$ cat config.mk
export PLATFORM = sky130hd
export DESIGN_NAME = ld_backend_arbiter
export DESIGN_NICKNAME = d
export VERILOG_FILES = /design/src/rtl/pkg_mem.sv /design/src/rtl/rr_select.sv /design/src/rtl/ld_backend_arbiter.sv
export SDC_FILE = /design/constraint.sdc
export NUM_CORES = 1
export LEC_CHECK = 0
export ABC_AREA = 1
export CORE_ASPECT_RATIO = 1.2
export CORE_UTILIZATION = 45
export CTS_CLUSTER_SIZE = 30
export DETAILED_ROUTE_END_ITERATION = 10
export PLACE_DENSITY = 0.76
export RECOVER_POWER = 50
export SETUP_SLACK_MARGIN = 0.05
export SLEW_MARGIN = 20
export SYNTH_ARGS = -nofsm -noshare
export SYNTH_HDL_FRONTEND = slang
export SYNTH_HIERARCHICAL = 1
export SYNTH_SLANG_ARGS = --single-unit
$ cat constraint.sdc
create_clock -name clock -period 2.1 [get_ports clock]
set_input_delay 0.63 -clock clock [delete_from_list [all_inputs] [get_ports clock]]
set_output_delay 0.63 -clock clock [all_outputs]
set_load 0.01 [all_outputs]
$ cat src/rtl/pkg_mem.sv
// Shared types and widths for the CRAM load back-end arbiter.
package pkg_mem;

    localparam int unsigned LD_ARB_CNT_W = 16;
    localparam int unsigned LD_LEN_W     = 8;

    typedef enum logic [1:0] {
        LD_ARB_IDLE,
        LD_ARB_ISSUE,
        LD_ARB_BUSY,
        LD_ARB_DONE
    } fsm_ld_arb;

    // Load attributes captured from the winning requester
    typedef struct packed {
        logic [LD_LEN_W-1:0] length;
        logic                indirect;
        logic                bypass;
    } ld_attr_t;

endpackage

$ cat src/rtl/rr_select.sv
// Circular priority encoder: first set request at or after ptr, wrapping around.
module rr_select #(
    parameter int unsigned NUM_REQ = 4,
    parameter int unsigned IDX_W   = 2
) (
    input  logic [NUM_REQ-1:0] req,
    input  logic [IDX_W-1:0]   ptr,
    output logic [NUM_REQ-1:0] onehot_c,
    output logic [IDX_W-1:0]   idx_c,
    output logic               valid_c
);

    int unsigned pos;

    always_comb begin
        onehot_c = '0;
        idx_c    = '0;
        valid_c  = 1'b0;
        pos      = 0;
        for (int unsigned i = 0; i < NUM_REQ; i++) begin
            pos = 32'(ptr) + i;
            if (pos >= NUM_REQ) begin
                pos = pos - NUM_REQ;
            end
            if (!valid_c && req[IDX_W'(pos)]) begin
                valid_c                = 1'b1;
                onehot_c[IDX_W'(pos)]  = 1'b1;
                idx_c                  = IDX_W'(pos);
            end
        end
    end

endmodule

$ cat src/rtl/ld_backend_arbiter.sv
// Round-robin arbiter/sequencer sharing one CRAM load back-end among NUM_REQ requesters.
module ld_backend_arbiter
    import pkg_mem::*;
#(
    parameter int unsigned NUM_REQ = 4,
    parameter int unsigned TIMEOUT = 1024
) (
    input  logic                        clock,
    input  logic                        reset,
    input  logic [NUM_REQ-1:0]          I_Req,
    input  logic [NUM_REQ*LD_LEN_W-1:0] I_Length,
    input  logic [NUM_REQ-1:0]          I_Indirect,
    input  logic [NUM_REQ-1:0]          I_Bypass,
    input  logic                        I_End_Block,
    input  logic                        I_End_Term_Block,
    input  logic                        I_Term_AddrGen,
    output logic                        O_Event_Load,
    output logic [LD_LEN_W-1:0]         O_Length,
    output logic                        O_Indirect,
    output logic                        O_Bypass,
    output logic [NUM_REQ-1:0]          O_Grant,
    output logic [NUM_REQ-1:0]          O_Ack,
    output logic                        O_Abort,
    output logic                        O_Busy
);

    localparam int unsigned                 IDX_W   = $clog2(NUM_REQ);
    localparam logic [IDX_W-1:0]            IDX_MAX = IDX_W'(NUM_REQ - 1);
    localparam logic [LD_ARB_CNT_W-1:0]     WD_LAST = LD_ARB_CNT_W'(TIMEOUT - 1);
    localparam bit                          WD_EN   = (TIMEOUT != 0);

    fsm_ld_arb                 r_state;
    logic [IDX_W-1:0]          r_ptr;
    logic [IDX_W-1:0]          r_idx;
    logic [LD_ARB_CNT_W-1:0]   r_cnt;
    logic                      r_end_prev;
    ld_attr_t                  r_attr;

    logic [NUM_REQ-1:0]        sel_onehot_c;
    logic [IDX_W-1:0]          sel_idx_c;
    logic                      sel_valid_c;
    ld_attr_t                  sel_attr_c;
    logic [LD_LEN_W-1:0]       len_arr_c [NUM_REQ];

    logic                      end_rise_c;
    logic                      complete_c;
    logic                      wd_expire_c;
    logic [IDX_W-1:0]          ptr_next_c;

    rr_select #(
        .NUM_REQ (NUM_REQ),
        .IDX_W   (IDX_W)
    ) u_rr_select (
        .req      (I_Req),
        .ptr      (r_ptr),
        .onehot_c (sel_onehot_c),
        .idx_c    (sel_idx_c),
        .valid_c  (sel_valid_c)
    );

    // Unpack the flat per-requester length bus
    for (genvar g = 0; g < NUM_REQ; g++) begin : g_len
        assign len_arr_c[g] = I_Length[g*LD_LEN_W +: LD_LEN_W];
    end

    always_comb begin
        sel_attr_c          = '0;
        sel_attr_c.length   = len_arr_c[sel_idx_c];
        sel_attr_c.indirect = I_Indirect[sel_idx_c];
        sel_attr_c.bypass   = I_Bypass[sel_idx_c];
    end

    // End of block is level; only a fresh rising edge counts as completion
    assign end_rise_c  = I_End_Block & ~r_end_prev;
    assign complete_c  = end_rise_c | I_End_Term_Block | I_Term_AddrGen;
    assign wd_expire_c = WD_EN && (r_cnt == WD_LAST);
    assign ptr_next_c  = (r_idx == IDX_MAX) ? '0 : r_idx + IDX_W'(1);

    assign O_Length   = r_attr.length;
    assign O_Indirect = r_attr.indirect;
    assign O_Bypass   = r_attr.bypass;

    always_ff @(posedge clock) begin
        if (reset) begin
            r_state      <= LD_ARB_IDLE;
            r_ptr        <= '0;
            r_idx        <= '0;
            r_cnt        <= '0;
            r_end_prev   <= 1'b0;
            r_attr       <= '0;
            O_Event_Load <= 1'b0;
            O_Grant      <= '0;
            O_Ack        <= '0;
            O_Abort      <= 1'b0;
            O_Busy       <= 1'b0;
        end else begin
            r_end_prev   <= I_End_Block;
            O_Event_Load <= 1'b0;
            O_Ack        <= '0;
            O_Abort      <= 1'b0;
            case (r_state)
                LD_ARB_IDLE: begin
                    if (sel_valid_c) begin
                        r_idx        <= sel_idx_c;
                        r_attr       <= sel_attr_c;
                        O_Grant      <= sel_onehot_c;
                        O_Event_Load <= 1'b1;
                        O_Busy       <= 1'b1;
                        r_state      <= LD_ARB_ISSUE;
                    end
                end
                LD_ARB_ISSUE: begin
                    r_cnt   <= '0;
                    r_state <= LD_ARB_BUSY;
                end
                LD_ARB_BUSY: begin
                    // Completion takes priority over a coincident watchdog expiry
                    if (complete_c) begin
                        O_Ack   <= O_Grant;
                        r_state <= LD_ARB_DONE;
                    end else if (wd_expire_c) begin
                        O_Ack   <= O_Grant;
                        O_Abort <= 1'b1;
                        r_state <= LD_ARB_DONE;
                    end else if (r_cnt != '1) begin
                        r_cnt <= r_cnt + LD_ARB_CNT_W'(1);
                    end
                end
                LD_ARB_DONE: begin
                    r_ptr   <= ptr_next_c;
                    O_Grant <= '0;
                    O_Busy  <= 1'b0;
                    r_state <= LD_ARB_IDLE;
                end
                default: begin
                    r_state <= LD_ARB_IDLE;
                end
            endcase
        end
    end

endmodule

# Word level (Yosys, flattened, before mapping)
# Cells that the tools add are included.
# Widths: inputs -> output; s select.
# word_totals
word_cells	133
reg_bits	44
inputBits	49
# classes
reduce_logical	20
n_lt_le_gt_ge	14
mux	56
n_addsub	9
eq_ne	11
bitwise_logic	10
# ops
op	n
$mux 16	3
$pmux 16 s2	1
$mux 4	7
$mux 2	12
$mux 1	17
$add 16x1->16 const B	1
$bmux 8 s2	1
$eq 16x10->1 const B	1
$mux 8	2
$ne 16x16->1 const B	1
$lt 2x3->1 const B	5
$bmux 1 s2	6
$ge 3x3->1 const B	4
$or 4x4->4	3
$demux 1 s2	4
$ge 2x1->1 const B	4
$ne 2x2->1 const B	4
$pmux 2 s4	1
$pmux 4 s2	1
$sub 2x1->2 const B	4
$logic_and 1x1->1	7
$add 2x2->3 const B	2
$eq 2x2->1 const B	3
$reduce_and 2->1	3
16 further kinds	23

# Logic depth before layout (Yosys ltp)
# Gate-level depths: netlist of run 1.
# logic_depth
depth_word	18
depth_mapped	15

# Cells and area by module
# Netlist of run 1, hierarchy kept.
# modules_own_cells
module	n_inst	cells_per_inst	area_per_inst_um2
ld_backend_arbiter	1	373	2494.9
rr_select	1	74	440.4

# Worst setup path after synthesis of run 1
# No wires, ideal clock.
# synth_timing
kind	register to register
start	register r_ptr[0]
end	register r_attr, in the netlist O_Bypass
synth_period_minus_slack_ps	2348
path_buffers	1
setup_ps	115
arrival_ps	2232
path_stages_with_launch	15
slack_ps	-248
path_cell_list	dfxtp_1 -> inv_2 -> ha_1 -> inv_1 -> nand3_1 -> nand2_1 -> nor2_1 -> a21oi_1 -> nand3_1 -> inv_1 -> clkbuf_1 -> o21ai_0 -> o22ai_1 -> o21ai_0 -> inv_1
# synth_between
elab_chain_cells	16
word_cells_on_any_way	40
classes_between	add/sub (7); order compare (4); mux (22); reduce/logical (7)
# synth_rtl
element	line	text
start, declared	ld_backend_arbiter.sv:33	logic [IDX_W-1:0] r_ptr;
start signal, assigned	ld_backend_arbiter.sv:130	r_ptr <= ptr_next_c;
parallel branches: the longest is 13 deep, another holds $add 2x1->3	--	
$mux 2 *	rr_select.sv:25	if (!valid_c && req[IDX_W'(pos)]) begin
via sel_idx_c[0]	ld_backend_arbiter.sv:40	logic [IDX_W-1:0] sel_idx_c;
$bmux 1 s2 *	ld_backend_arbiter.sv:70	sel_attr_c.bypass = I_Bypass[sel_idx_c];
$mux 1 (implied by the code) *	ld_backend_arbiter.sv:70	
end signal, assigned	ld_backend_arbiter.sv:105	r_attr <= sel_attr_c;
end, declared	ld_backend_arbiter.sv:37	ld_attr_t r_attr;
# Mark *: on every way through the listed nets, which the timed path passes. The select of a mux whose other input is x is not followed.
# A chain may end at the register's enable or synchronous reset.

# Worst setup path in the final report of run 1
# layout_timing
start	input I_Req[2]
end	register r_attr, in the netlist O_Length[3]
# layout_between
word_cells_on_any_way	27
classes_between	mux (19); bitwise (1); reduce/logical (7)
# layout_lines
element	line	text
start, declared	ld_backend_arbiter.sv:10	input logic [NUM_REQ-1:0] I_Req,
$bmux 1 s2	rr_select.sv:25	
$mux 1 (implied by the code)	rr_select.sv:25	
$mux 1	rr_select.sv:25	
$logic_not 1->1	rr_select.sv:25	
$logic_and 1x1->1	rr_select.sv:25	
$mux 1	rr_select.sv:25	
$logic_not 1->1	rr_select.sv:25	
$logic_and 1x1->1	rr_select.sv:25	
$mux 1	rr_select.sv:25	
$logic_not 1->1	rr_select.sv:25	
$logic_and 1x1->1	rr_select.sv:25	
$mux 1 *	rr_select.sv:25	
via sel_valid_c	ld_backend_arbiter.sv:41	logic sel_valid_c;
$reduce_and 2->1 (no line) *	--	
# The timed path passes the listed nets; every way through them passes the cells marked *. The select of a mux whose other input is x is not followed.

==> results of run 1 <==
-- worst min-delay path, cell delays in order, from the launching register on --
cell and delay, ps:
dfxtp_1 340, nand2_1 70, nor2_1 30
-- cell type report --
type	count	area (sq um)
clock buffer	6	72.6
clock inverter	1	5.00
fill	476	1780
inverter	40	168
multi-input combinational	348	2040
sequential	44	886
tap	82	103
timing repair buffer	112	1110
-- per-stage QoR --
stage	std cells	TNS (ps)
after floorplan	447	0
after global placement	610	-6850
after detailed placement	610	-7990
after CTS	631	0
after global routing	633	-1090
final	633	-91.3
-- power breakdown --
group / internal (mW) / total, mW / switching (mW)
Combinational: 1.58 / 3.42 / 1.84
Sequential: 0.999 / 1.13 / 0.127
Clock: 0.227 / 0.510 / 0.283
-- registers in the layout, summed over array words and instances, names as in the netlist --
register	flops
O_Abort	1
O_Ack	4
O_Busy	1
O_Bypass	1
O_Event_Load	1
O_Grant	4
O_Indirect	1
O_Length	8
r_cnt	16
r_end_prev	1
r_idx	2
r_ptr	2
r_state	2
-- final timing paths --
check	start	to	slack [ps]	cells after the start
setup / recovery	I_Req[2]	O_Length[3]	-80	16
hold / removal	O_Grant[1]	O_Ack[1]	470	2
setup reg to reg	r_ptr[0]	O_Length[3]	-60	16
hold reg to reg	O_Grant[1]	O_Ack[1]	470	2
-- Yosys cell counts --
library cell,count,share of area
nor2_1,79,0.10
nand2_1,78,0.10
nand3_1,48,0.082
dfxtp_1,44,0.30
inv_1,36,0.046
o21ai_0,36,0.061
a21oi_1,26,0.044
ha_1,12,0.051
clkbuf_1,10,0.013
nand2_2,10,0.021
o22ai_1,10,0.021
nand4_1,8,0.017
nor3_1,6,0.010
nand2_4,5,0.019
a21boi_0,4,0.010
buf_2,4,0.0068
nor2_4,4,0.015
nand3_2,3,0.010
nor2_2,3,0.0064
inv_2,2,0.0026
o21ai_1,2,0.0034
o21bai_1,2,0.0051
xor2_1,2,0.0060
a21oi_2,1,0.0030
a21oi_4,1,0.0055
a31oi_1,1,0.0021
buf_6,1,0.0038
clkinv_1,1,0.0013
inv_4,1,0.0021
nand2_8,1,0.0068
nand3_4,1,0.0060
nand3b_1,1,0.0026
nor3b_1,1,0.0026
o21ai_2,1,0.0030
o21ai_4,1,0.0055
or2_2,1,0.0021
-- per-layer routing --
layer / routed length (um) / GRT usage / vias to the layer above
met5: 0 / 0 / -
met3: 494 / 0.0748 / 24
li1: - / - / 1686
met4: 223 / 0.106 / 0
met2: 4520 / 0.436 / 124
met1: 3530 / 0.272 / 1552
-- timing repair --
item	in CTS	in global routing
buffers inserted	12	2
resized for setup	51	60
setup endpoints to repair	19	19
pin swaps	15	21
cloned	2	2
-- cell families after synthesis --
kind of cell               share of synthesized area
DFF                                            0.300
and+or+nand+nor                                0.402
adders and majority gates                     0.0511
AOI/OAI and AO/OA                              0.165
buffers and inverters                         0.0755
xor gates and xnor gates                     0.00597
==> impl_metrics.tcl, run 1 <==
set metrics [dict create \
    tightest_slew_ps 584 \
    finalInstanceArea_sq_um 4380 \
    final_cell_mix "nand2_1 (70), nor2_1 (68), clkdlybuf4s50_1 (63)" \
    cts_root_buf "clkbuf_8" \
    syn_inst 447 \
    insertion_delay_ps 290 \
    rsz0062_at_grt "yes" \
    dp_hpwl_mm 5.81 \
    cts_max_path_buffers 2 \
    required_ps 2290 \
    placed_area_sq_um 3910 \
    track_usage 0.250 \
    firstDrtPassIters 4 \
    nets 612 \
    path_max_fanout 7 \
    vdd_drop_max_mv 0.837 \
    htree_levels 2 \
    cts.sink_count 44 \
    gp_congestion 0.846 \
    vias 3386 \
    path_cells "clkdlybuf4s15_1 -> inv_1 -> nand2_2 -> nand3_4 -> nand2_4 -> nor2_4 -> buf_6 -> buf_6 -> nand4_1 -> nand2_1 -> inv_2 -> buf_12 -> nor2_1 -> nor2_1 -> o21ai_1 -> inv_1" \
    die_y_um 90.5 \
    final_common_cell "nand2_1" \
    synth_seq_area_share 0.300 \
    slew_viol_final 0 \
    grt_max_degree 24 \
    drc 0 \
    syn_area_per_cell_sq_um 6.57 \
    core_sq_um 6170 \
    viasPerCell 5.35 \
    start_util 0.476 \
    holdBufCountCts 0 \
    grt_pass1_vias 3220 \
    yosys.cell_types.count 36 \
    fin_crit_ps 2180 \
    whs_ps 472 \
    run_status "complete, but fails checks" \
    report.final.hold_viol_count 0 \
    pre_cts_ws_ps -467 \
    synthToLayoutAreaGrowth_pct 49.4 \
    violations "negative setup slack" \
    antennaDiodeCount 0 \
    utilization 0.711 \
    die_x_um 75.7 \
    clkTransAtPathRegs_ps 80 \
    p_total_mw 5.05 \
    synthesis.area_sq_um 2940 \
    worst_slack_ps -80.2 \
    finalSetupViolations 2 \
    wire_per_inst_um 13.9 \
    critical-path-slowest-cell "clkdlybuf4s15_1" \
    p_leak_nw 1.83 \
    drive_gt1_frac 0.240 \
    criticalPathCategory "in -> reg" \
    cts_buffers 5 \
    cap_viol_max_count 0 \
    worst-path-buf-inv 7 \
    grt-ovfl-total 0 \
    hold_path_class "reg -> reg" \
    synth_seq_cells 44 \
    start_kind "input pin" \
    drt-initial-drc-count 165 \
    numPortBuffers 69 \
    max_stage_delay_ps 190 \
    cellPowerDensity_nw_per_um2 1150 \
    period_share 1.04 \
    dieArea_sq_um 6850 \
    yosysWarnings 6 \
    drt-total-wl_mm 8.77 \
    crit_path_end_kind "register" \
    antenna_found_initial 0 \
    ant_nets 0 \
    fp-row-count 31 \
    syn-num-nets 508 \
    cts_tree "done" \
    fin_worst_skew_ps 4.28 \
    critPathArrivalTime_ps 2370 \
    io_pins 70 \
    grt_pass1_wl_mm 13.5 \
    slew-limit-headroom 0.611 \
    clock.fmax_mhz 459 \
    critPathTopFamily "simple AND/OR/NAND/NOR gates" \
]
Note: power is estimated with default switching activity, not from simulation.
==> run 2, diff against run 1 <==
Settings changed: CORE_UTILIZATION 45 to 46, PLACE_DENSITY 0.76 to 0.78, SYNTH_HIERARCHICAL 1 to unset, TNS_END_PERCENT set to 5.
==> run 2 against run 1 <==
Effect of this change:
- the flow now finishes without violations
- critical path depth decreased by 4
- global-route usage decreased by 0.30 points
- die area fell by 0.57%
- flip-flop and latch count is the same
- count of clock-buffer cells in the layout did not move
- non-clock buffer count up 1
- combinational power is 26% lower
- setup slack better by 170 ps
- core utilization fell by 0.61 points
- first-iteration DRC count is 8.5% lower
- synthesized area rose by 1.6%
==> impl_metrics.tcl, run 2 <==
set metrics [dict create \
    die_y_um 90.2 \
    synthesis.area_sq_um 2980 \
    ant_nets 0 \
    p_leak_nw 1.90 \
    drc 0 \
    synth_seq_cells 44 \
    placed_area_sq_um 3970 \
    grt_pass1_vias 3306 \
    yosys.area.top_type_share 0.295 \
    drt-total-wl_mm 8.23 \
    critical-path-slowest-cell "dfxtp_4" \
    regToRegSetupSlack_ps 90 \
    fin_worst_skew_ps 10.7 \
    synthTopCellsByCount "nand2_1 (121), inv_1 (59), dfxtp_1 (44)" \
    cts_max_path_buffers 2 \
    synth_top_cell_by_area "dfxtp_1" \
    htree_levels 2 \
    period_share 0.956 \
    slew_viol_final 0 \
    final_common_cell "nand2_1" \
    antennaDiodeCount 0 \
    met2_usage 0.462 \
    vdd_drop_max_mv 0.519 \
    report.final.hold_viol_count 0 \
    fp-row-count 31 \
    worstReg2RegStart "r_ptr[0]" \
    die_x_um 75.5 \
    rr_endpoint "O_Length[2]" \
    synthToLayoutAreaGrowth_pct 44.8 \
    cts_buffers 5 \
    start_util 0.487 \
    criticalPathCategory "reg -> reg" \
    top_register "r_cnt" \
    worstSetupStartpoint "r_ptr[0]" \
    cellPowerDensity_nw_per_um2 969 \
    met1_usage 0.272 \
    dieArea_sq_um 6810 \
    clkTransAtPathRegs_ps 80 \
    wire_per_inst_um 12.7 \
    rsz0062_at_grt "yes" \
    synth_ff_type "dfxtp_1" \
    track_usage 0.247 \
    start_kind "register" \
    syn-num-nets 522 \
    pre_cts_ws_ps -374 \
    slew-limit-headroom 0.631 \
    drive_gt1_frac 0.160 \
    synth_edf_count 0 \
    yosys.cell_types.count 37 \
    run_status "finished, final reports clean" \
    busiest_layer "met2" \
    numPortBuffers 69 \
    synthTopCellsByArea "dfxtp_1 (30%), nand2_1 (15%), inv_1 (7.4%)" \
    multiInputGateArea_sq_um 1920 \
    grt-ovfl-total 0 \
    fin_crit_ps 2010 \
    holdPathStages 2 \
    syn_inst 458 \
    finalSetupViolations 0 \
    clock.fmax_mhz 498 \
    insertion_delay_ps 300 \
    grt_max_degree 15 \
    syn_area_per_cell_sq_um 6.51 \
    max_stage_delay_ps 360 \
    tightest_slew_ps 547 \
    dp_hpwl_mm 6.05 \
    finalInstanceArea_sq_um 4320 \
    nets 632 \
    antenna_found_initial 0 \
    largest_register_ffs 16 \
    path_cells "inv_4 -> ha_4 -> nand3_2 -> nand2_4 -> inv_4 -> o21ai_4 -> buf_4 -> nand2_4 -> nand2_4 -> inv_2 -> o211ai_1 -> nand2_1" \
    cap_viol_max_count 0 \
    firstDrtPassIters 6 \
    seqCellArea_sq_um 886 \
    io_pins 70 \
    vias 3350 \
    cts_tree "done" \
    final_cell_mix "nand2_1 (115), clkdlybuf4s50_1 (65), inv_1 (57)" \
    hold_path_class "reg -> reg" \
    cts_root_buf "clkbuf_8" \
    critPathCapture "O_Length[2]" \
    nFillCells 523 \
    worst_slack_ps 92.0 \
    grt_pass1_wl_mm 13.5 \
    viasPerCell 5.16 \
    path_common_cell "nand2_4" \
    path_max_fanout 11 \
    grtUsageMet3 0.0359 \
    cts.sink_count 44 \
    required_ps 2280 \
    gp_congestion 0.934 \
    crit_path_end_kind "register" \
    ys_async_sr_fraction 0 \
    yosysWarnings 0 \
    critPathArrivalTime_ps 2190 \
    synth_seq_area_share 0.295 \
    yosysMostFrequentCell "nand2_1" \
    holdBufCountCts 0 \
    core_sq_um 6130 \
    reg2reg_depth 12 \
    drt-initial-drc-count 151 \
]
[run 2: cell type report]
type,instances,area share
flip-flops and latches,44,0.205
inverters,65,0.0588
repair buffers,113,0.247
clock buffers,6,0.0217
multi-input cells,339,0.444
well taps,82,0.0238
[run 2: how the worst min path moves through the flow]
stage / endpoint / slack, ps / from
final: O_Busy / 460 / O_Busy
after global routing: O_Busy / 490 / O_Busy
after CTS: O_Busy / 470 / O_Busy
after detailed placement: O_Busy / 450 / O_Busy
after global placement: O_Busy / 450 / O_Busy
after floorplan: r_cnt[2] / 460 / r_cnt[2]
[run 2: report_power, final]
part | switching, mW | total, mW | leakage (nW) | internal [mW]
Combinational | 1.40 | 2.53 | 1.49 | 1.13
Sequential | 0.0909 | 1.08 | 0.360 | 0.990
Clock | 0.283 | 0.577 | 0.0483 | 0.294
[run 2: cells by family after synthesis]
kind of cell             synth area share
XOR/XNOR                           0.0264
flip-flops                          0.295
buffers and inverters               0.106
AND/OR/NAND/NOR                     0.393
AO/OA/AOI/OAI                       0.116
adder cells (fa/ha/maj)            0.0629
[run 2: worst max-delay path, delay by kind of cell (launching register included)]
family	cells	cell delay, ps
AND/OR/NAND/NOR	5	560
flip-flops	1	360
AO/OA/AOI/OAI	2	340
buffers and inverters	4	330
adder cells (fa/ha/maj)	1	300
[run 2: layer usage]
metal,routed length (um),vias up,share of wire
li1,-,1693,-
met2,4380,113,0.53
met1,3280,1528,0.40
met4,154,0,0.019
met3,407,16,0.049
met5,0,-,0
[run 2: metrics by stage]
| stage | hold slack [ps] | power [mW] | std cells | setup TNS [ps] | utilization |
|---|---|---|---|---|---|
| floorplan | 464 | 2.46 | 458 | 0 | - |
| global placement | 449 | 3.20 | 632 | -5780 | 0.648 |
| detailed placement | 454 | 3.26 | 632 | -7270 | 0.648 |
| CTS | 465 | 4.07 | 644 | 0 | 0.692 |
| global route | 495 | 4.51 | 649 | 0 | 0.705 |
| finish | 462 | 4.19 | 649 | 0 | 0.705 |
[run 2: what timing repair did]
action / CTS / global route
gates cloned: 3 / 0
setup buffers: 3 / 5
pin swaps: 14 / 13
setup endpoints to repair: 15 / 29
hold endpoints to repair: 0 / 0
gates resized for setup: 24 / 18
